### config.mk
export PLATFORM = sky130hd
export DESIGN_NAME = fetch_unit
export DESIGN_NICKNAME = d
export VERILOG_FILES = /design/src/rtl/fetch_unit.sv
export SDC_FILE = /design/constraint.sdc
export NUM_CORES = 1
export LEC_CHECK = 0
export CAP_MARGIN = 15
export CORE_UTILIZATION = 35
export CTS_CLUSTER_DIAMETER = 200
export DETAILED_ROUTE_END_ITERATION = 10
export PLACE_DENSITY = 0.7
export SLEW_MARGIN = 20
export SYNTH_ARGS = -nofsm -noshare
export SYNTH_HDL_FRONTEND = slang
export SYNTH_SLANG_ARGS = --single-unit
export TNS_END_PERCENT = 1
### constraint.sdc
create_clock -name clk -period 8.2 [get_ports clk]
set_input_delay 2.05 -clock clk [delete_from_list [all_inputs] [get_ports clk]]
set_output_delay 2.05 -clock clk [all_outputs]
set_load 0.05 [all_outputs]
### src/rtl/fetch_unit.sv
// Fetch unit for the multi-cycle MIPS core: PC, next-PC mux, IR and the imem fetch handshake.
// Optional build macro FETCH_ALIGN_CHECK_EN: suppress misaligned PC writes and raise addr_err.
module fetch_unit #(
    parameter logic [31:0] RESET_PC = 32'h0000_3000
) (
    input  logic        clk,
    input  logic        rst_n,
    input  logic        pcwr,
    input  logic        irwr,
    input  logic [1:0]  npc_sel,
    input  logic [31:0] rs_data,
    input  logic [31:0] imem_rdata,
    input  logic        imem_ack,
    output logic        imem_req,
    output logic [31:0] imem_addr,
    output logic [31:0] ir,
    output logic [5:0]  opcode,
    output logic [5:0]  funct,
    output logic [31:0] pc,
    output logic        if_stall,
    output logic        addr_err
);

    // imem handshake: imem_req stays high from the cycle after irwr until the edge where
    // imem_ack is sampled high; imem_addr is constant over that window.
    typedef enum logic {
        S_IDLE  = 1'b0,
        S_FETCH = 1'b1
    } state_t;

    state_t      r_state;
    logic [31:0] r_pc;
    logic [31:0] r_ir;
    logic [31:0] r_fetch_addr;

    logic [31:0] w_npc;
    logic [31:0] w_br_off;
    logic        w_npc_ok;
    logic        w_fetch_start;
    logic        w_pc_write;

    always_comb begin
        w_br_off = {{14{r_ir[15]}}, r_ir[15:0], 2'b00};
        w_npc    = r_pc + 32'd4;
        case (npc_sel)
            2'b00:   w_npc = r_pc + 32'd4;
            2'b01:   w_npc = r_pc + w_br_off;
            2'b10:   w_npc = {r_pc[31:28], r_ir[25:0], 2'b00};
            default: w_npc = rs_data;
        endcase
    end

`ifdef FETCH_ALIGN_CHECK_EN
    logic r_addr_err;
    logic w_addr_fault;

    assign w_npc_ok      = (w_npc[1:0] == 2'b00);
    assign w_fetch_start = irwr && !r_addr_err;
    assign w_addr_fault  = (r_state == S_IDLE) && pcwr && !w_fetch_start && !w_npc_ok;

    // Sticky until reset; once set, no further fetch can be started.
    always_ff @(posedge clk or negedge rst_n) begin
        if (!rst_n) begin
            r_addr_err <= 1'b0;
        end else if (w_addr_fault) begin
            r_addr_err <= 1'b1;
        end
    end

    assign addr_err  = r_addr_err;
    assign imem_addr = r_fetch_addr;
`else
    assign w_npc_ok      = 1'b1;
    assign w_fetch_start = irwr;
    assign addr_err      = 1'b0;
    assign imem_addr     = {r_fetch_addr[31:2], 2'b00};
`endif

    // A pcwr coinciding with irwr is dropped: the fetch completion does the +4 instead.
    assign w_pc_write = (r_state == S_IDLE) && pcwr && !w_fetch_start && w_npc_ok;

    always_ff @(posedge clk or negedge rst_n) begin
        if (!rst_n) begin
            r_state      <= S_IDLE;
            r_pc         <= RESET_PC;
            r_ir         <= 32'd0;
            r_fetch_addr <= RESET_PC;
        end else begin
            case (r_state)
                S_IDLE: begin
                    if (w_fetch_start) begin
                        r_fetch_addr <= r_pc;
                        r_state      <= S_FETCH;
                    end else if (w_pc_write) begin
                        r_pc <= w_npc;
                    end
                end
                S_FETCH: begin
                    if (imem_ack) begin
                        r_ir    <= imem_rdata;
                        r_pc    <= r_fetch_addr + 32'd4;
                        r_state <= S_IDLE;
                    end
                end
                default: r_state <= S_IDLE;
            endcase
        end
    end

    // if_stall doubles as the observable FSM state (1 = FETCH).
    assign if_stall = (r_state == S_FETCH);
    assign imem_req = (r_state == S_FETCH);
    assign ir       = r_ir;
    assign opcode   = r_ir[31:26];
    assign funct    = r_ir[5:0];
    assign pc       = r_pc;

endmodule

Word level (Yosys, flattened, before mapping)
Cells that the tools add are included.
Storage, ports and cells
  flip-flop bits (word level): 97
  input bits: 71
  output and inout port bits: 111
  logic and storage cells: 31
Operators by class
  add/sub/neg operators: 3
  equal/unequal tests: 6
  multiplexer cells: 8
  bitwise logic cells: 1
  reduce and logical (&&, ||, !) cells: 8
Operators with widths (count)
  $mux W32: 3
  $pmux W32 S3: 1
  $add A32 B3 Y32 const B: 2
  $pmux W32 S2: 1
  $add A32 B32 Y32: 1
  $ne A2 B2 Y1 const B: 4
  $reduce_and A2 Y1: 2
  $reduce_and A4 Y1: 1
  $reduce_and A3 Y1: 1
  $eq A2 B1 Y1 const B: 1
  $eq A2 B2 Y1 const B: 1
  $logic_and A1 B1 Y1: 2
  $logic_not A2 Y1: 1
  $mux W1: 2
  $pmux W1 S2: 1
  $logic_not A1 Y1: 1
  $not A1 Y1: 1

Depth between registers and ports, before layout
  depth in word-level cells: 6
  depth in mapped cells: 16
  mapped depth without buffers: 13

Worst setup path before layout
No wires, ideal clock.
  kind: input port to flip-flop
  start: input npc_sel[0]
  end: register r_pc[27], in the netlist pc[27]
  library setup time: 69 ps
  data arrival time: 5322 ps
  required time: 8131 ps
  path slack: 2809 ps
  stages on the path: 15
  buffers on the path: 4
  cells stage by stage: clkbuf_1 clkbuf_1 nor2b_1 clkbuf_1 and2_1 ha_1 a21o_1 a211o_1 a22o_1 a211o_1 buf_6 nand4_2 o41ai_1 or4b_1 nand3_1
Between the ends
  cells in the longest elaborated chain, start to end: 5
  elaborated cells between the ends (all ways): 7
  those cells by class: 2 x eq/ne; 4 x mux; 1 x reduce/logical
RTL lines
  start: declaration: line 10  | input logic [1:0] npc_sel,
  $eq A2 B2 Y1, or another cell as far along: line 45  | case (npc_sel)
  $pmux W32 S3 *: line 45
  $mux W32 *: line 94  | end else if (w_pc_write) begin
  $mux W32 *: line 91  | if (w_fetch_start) begin
  $pmux W32 S2 *: line 89  | case (r_state)
  end signal: assignment: line 95  | r_pc <= w_npc;
  end signal: assignment: line 101  | r_pc <= r_fetch_addr + 32'd4;
  end: declaration: line 32  | logic [31:0] r_pc;
Every way passes the cells marked *; elsewhere a longest branch is shown, timed or not. The select of a mux whose other input is x is not followed.
A chain may end at the register's enable or synchronous reset.

Final worst setup path
  start: input npc_sel[1]
  end: register r_pc[28], in the netlist pc[28]
Between the ends
  cells in the longest elaborated chain, start to end: 5
  elaborated cells between the ends (all ways): 9
  those cells by class: 3 x eq/ne; 4 x mux; 2 x reduce/logical
RTL lines (line)
  $eq A2 B2 Y1, or another cell as far along: 45
  $pmux W32 S3: 45
  $mux W32: 94
  $mux W32: 91
  $pmux W32 S2: 89
Several ways; a longest one is shown, not always the timed one. The select of a mux whose other input is x is not followed.

==> impl_results.md <==
- Status: finished clean
- Overflow after GRT: 0
- Die Ht: 143 um
- Reg2Reg Setup Slack: 4.67 ns
- Syn Area/Cell: 9.20 um^2
- # setup viols final: 0
- Drc violations: 0
- Antenna violation net count after detailed routing: 0
- FF-to-FF End: pc[31]
- Reg2reg path depth: 8
- Hold path startpoint: pc[12]
- HP Class: reg -> reg
- Hold Path End: pc[12]
- Core Box Area: 0.0194 mm^2
- Via/cell ratio: 5.55
- Clock tree buffer depth: 2
- Endpoint class of the critical path: flop
- Vias in the first global route: 5906
- Syn Std Cell Area: 0.00691 mm^2
- CTS tree: built
- Initial Util: 35.6%
- CP Max Fanout: 18
- Critical path's largest stage delay: 0.86 ns
- Ant. Diodes: 0
- RR Startpoint: ir[15]
- RSZ-0062 raised after global routing: false
- Pint: 1.57 mW
- Largest net degree at the start of global routing: 55
- Ys Warns: 0
- Clock Sink Count: 97
- Hold path cells: 2
- Max_cap viols: 0
- Number of synthesized flops with an enable pin: 0
- Post-Route Utilization: 45.7%
- Max IR drop VDD: 0.000167 V
- Maximum clock frequency: 166 MHz
- Area Growth Syn to Fin: 28.2%
- PD cells: 368 mW/mm^2
- Die area: 0.0203 mm^2
- # resized after CTS: 0
- Total GRT Usage: 21.8%
- Total CTS buffers: 9
- Fillcell total: 1910
- Routability cong.: 0.923
- Comb power frac: 56.5%
- Via count: 6267
- PortBufs: 178
- CTS Root Cell: clkbuf_16
- Clock power share: 13.4%
- Hold Violations, Final: 0
- Power Total: 3.26 mW
- Setup bufs post-CTS: 0
- Slew Viols, Final: 0
- Area leader, netlist: dfrtp_1
- Net switching power: 1.69 mW
- Initial antenna violation count: 0
- DP HPWL: 15800 um
- Synth async-reset ratio: 100%
- CP cell instances: clkdlybuf4s50_1, nor2b_1, nand2_1, fa_1, nor2b_1, o211ai_1, a21oi_1, o2111ai_2, a22oi_2, nor4_1, or4b_1, nand3_1
- Crit share post-route: 73.4%
- Slew HR: 37.4%
- Yosys cell types: 74
- I/O pin count: 182
- Cell count after synthesis: 751
- Cell repeated most along the worst path: nor2b_1
- Crit path DAT: 6.31 ns
- Std-Cell Rows: 51
- DR iter-0 viols: 556
- WP data required: 8.49 ns
- H-tree depth: 3
- Synthesized flop and latch total: 97
- Seq/Total Area, Yosys: 35.2%
- Nets@finish: 950
- Slowest cell on the critical path: nor2b_1
- Worst skew pair latency: 0.37 ns
- Wirelength, routed: 21600 um
- Ys flop type: dfrtp_1
- Setup TNS: 0 ns
- WS Path Type: in -> reg
- Top cell type's share of synthesized area: 33.7%
- Leak: 3.57 nW
- Die Width: 143 um
- Clock-pin slew on the worst setup and hold paths: 0.07 ns
- WL per Instance: 19.1 um
- Seq pwr share: 30.1%
- Share of cells above drive strength 1: 12.7%
- Worst Setup Start Kind: input pin
- Hold Buf Count CTS: 0
- Crit path time final: 6.02 ns
- Net Sw Frac: 51.8%
- Synth top area cells: dfrtp_1, mux2_2, buf_4
- First-pass GRT wire length: 33600 um
- Clock Skews: 0.0159 ns
- Slew @ Worst Pin: 0.939 ns
- DR pass1 iterations: 5
==> cells in the mapped netlist (12+ instances only) <==
library cell / n
a21oi_1: 45
clkbuf_1: 34
and3_1: 13
buf_4: 46
xnor2_1: 20
nor3_1: 12
ha_1: 18
mux2_2: 68
xor2_1: 17
and2_1: 22
o21ai_0: 41
nor2_1: 47
dfrtp_1: 93
mux2i_1: 23
nand2_1: 57
nand3_1: 26
==> kinds of logic after synthesis <==
group / Yosys count / synth area share (%)
fa+ha+maj: 19 / 3.55
other cells: 1 / 0.0543
mux: 91 / 14.4
compound gates: 177 / 16.9
buf+inv: 99 / 8.04
xor+xnor: 37 / 4.69
flops: 97 / 35.2
simple gates: 230 / 17.1
==> power groups by stage <==
stage                     logic (mW)  registers (mW)  clock network, mW
after floorplan                 1.07            1.21                  0
after global placement          1.82           0.982                  0
after detailed placement        1.83           0.985                  0
after CTS                       1.84           0.978              0.445
after global routing            1.94            1.02              0.463
final                           1.84           0.981              0.436
==> metrics by stage <==
| stage | area, um^2 | setup WS (ns) | hold slack [ns] | instances |
|---|---|---|---|---|
| after floorplan | 6920 | 2.81 | 0.482 | 753 |
| after global placement | 8560 | 1.96 | 0.490 | 1114 |
| after detailed placement | 8560 | 1.87 | 0.498 | 1114 |
| after CTS | 8860 | 2.22 | 0.508 | 1130 |
| after global routing | 8860 | 1.93 | 0.536 | 1130 |
| final | 8860 | 2.18 | 0.512 | 1130 |
==> cells in the final DEF (no fill, tap or decap), types with 21 or more instances in the layout <==
master	synthesis	layout
a21oi_1	45	45
and2_1	22	21
clkdlybuf4s50_1	0	176
dfrtp_1	93	93
mux2_2	68	68
mux2i_1	23	23
nand2_1	57	57
nand3_1	26	26
nor2_1	47	46
o21ai_0	41	41
==> cell type report <==
class | instances | area (um^2) | area share [%]
Clock buffer | 10 | 239 | 2.70
Clock inverter | 6 | 56.3 | 0.636
Inverter | 11 | 41.3 | 0.466
Multi-Input combinational cell | 557 | 3940 | 44.4
Sequential cell | 97 | 2430 | 27.5
Tap cell | 265 | 332 | 3.74
Timing Repair Buffer | 184 | 1820 | 20.5
==> sequential cells by signal (all words and copies together), names as in the netlist <==
register      flops
ir               32
if_stall          1
r_fetch_addr     32
pc               32
==> worst max-delay path by stage <==
stage	from	to	slack, ns	cells past startpoint
floorplan	npc_sel[0]	pc[27]	2.81	15
global placement	npc_sel[1]	pc[28]	1.96	12
detailed placement	npc_sel[1]	pc[28]	1.87	12
CTS	npc_sel[1]	pc[28]	2.22	12
global route	npc_sel[1]	pc[28]	1.93	12
finish	npc_sel[1]	pc[28]	2.18	12
==> routing by layer <==
| metal | wire, um | track usage (%) |
|---|---|---|
| met1 | 10400 | 31.8 |
| met2 | 9540 | 32.5 |
| met3 | 1300 | 3.33 |
| met4 | 404 | 7.13 |
| met5 | 0 | 0 |
==> critical path: cells and delay by family <==
family	cells	cell delay (ns)
AO/OA/AOI/OAI	4	1.07
adder cells (fa/ha/maj)	1	0.45
buffers and inverters	1	0.76
AND/OR/NAND/NOR	6	1.98
(Power assumes the default switching activity.)
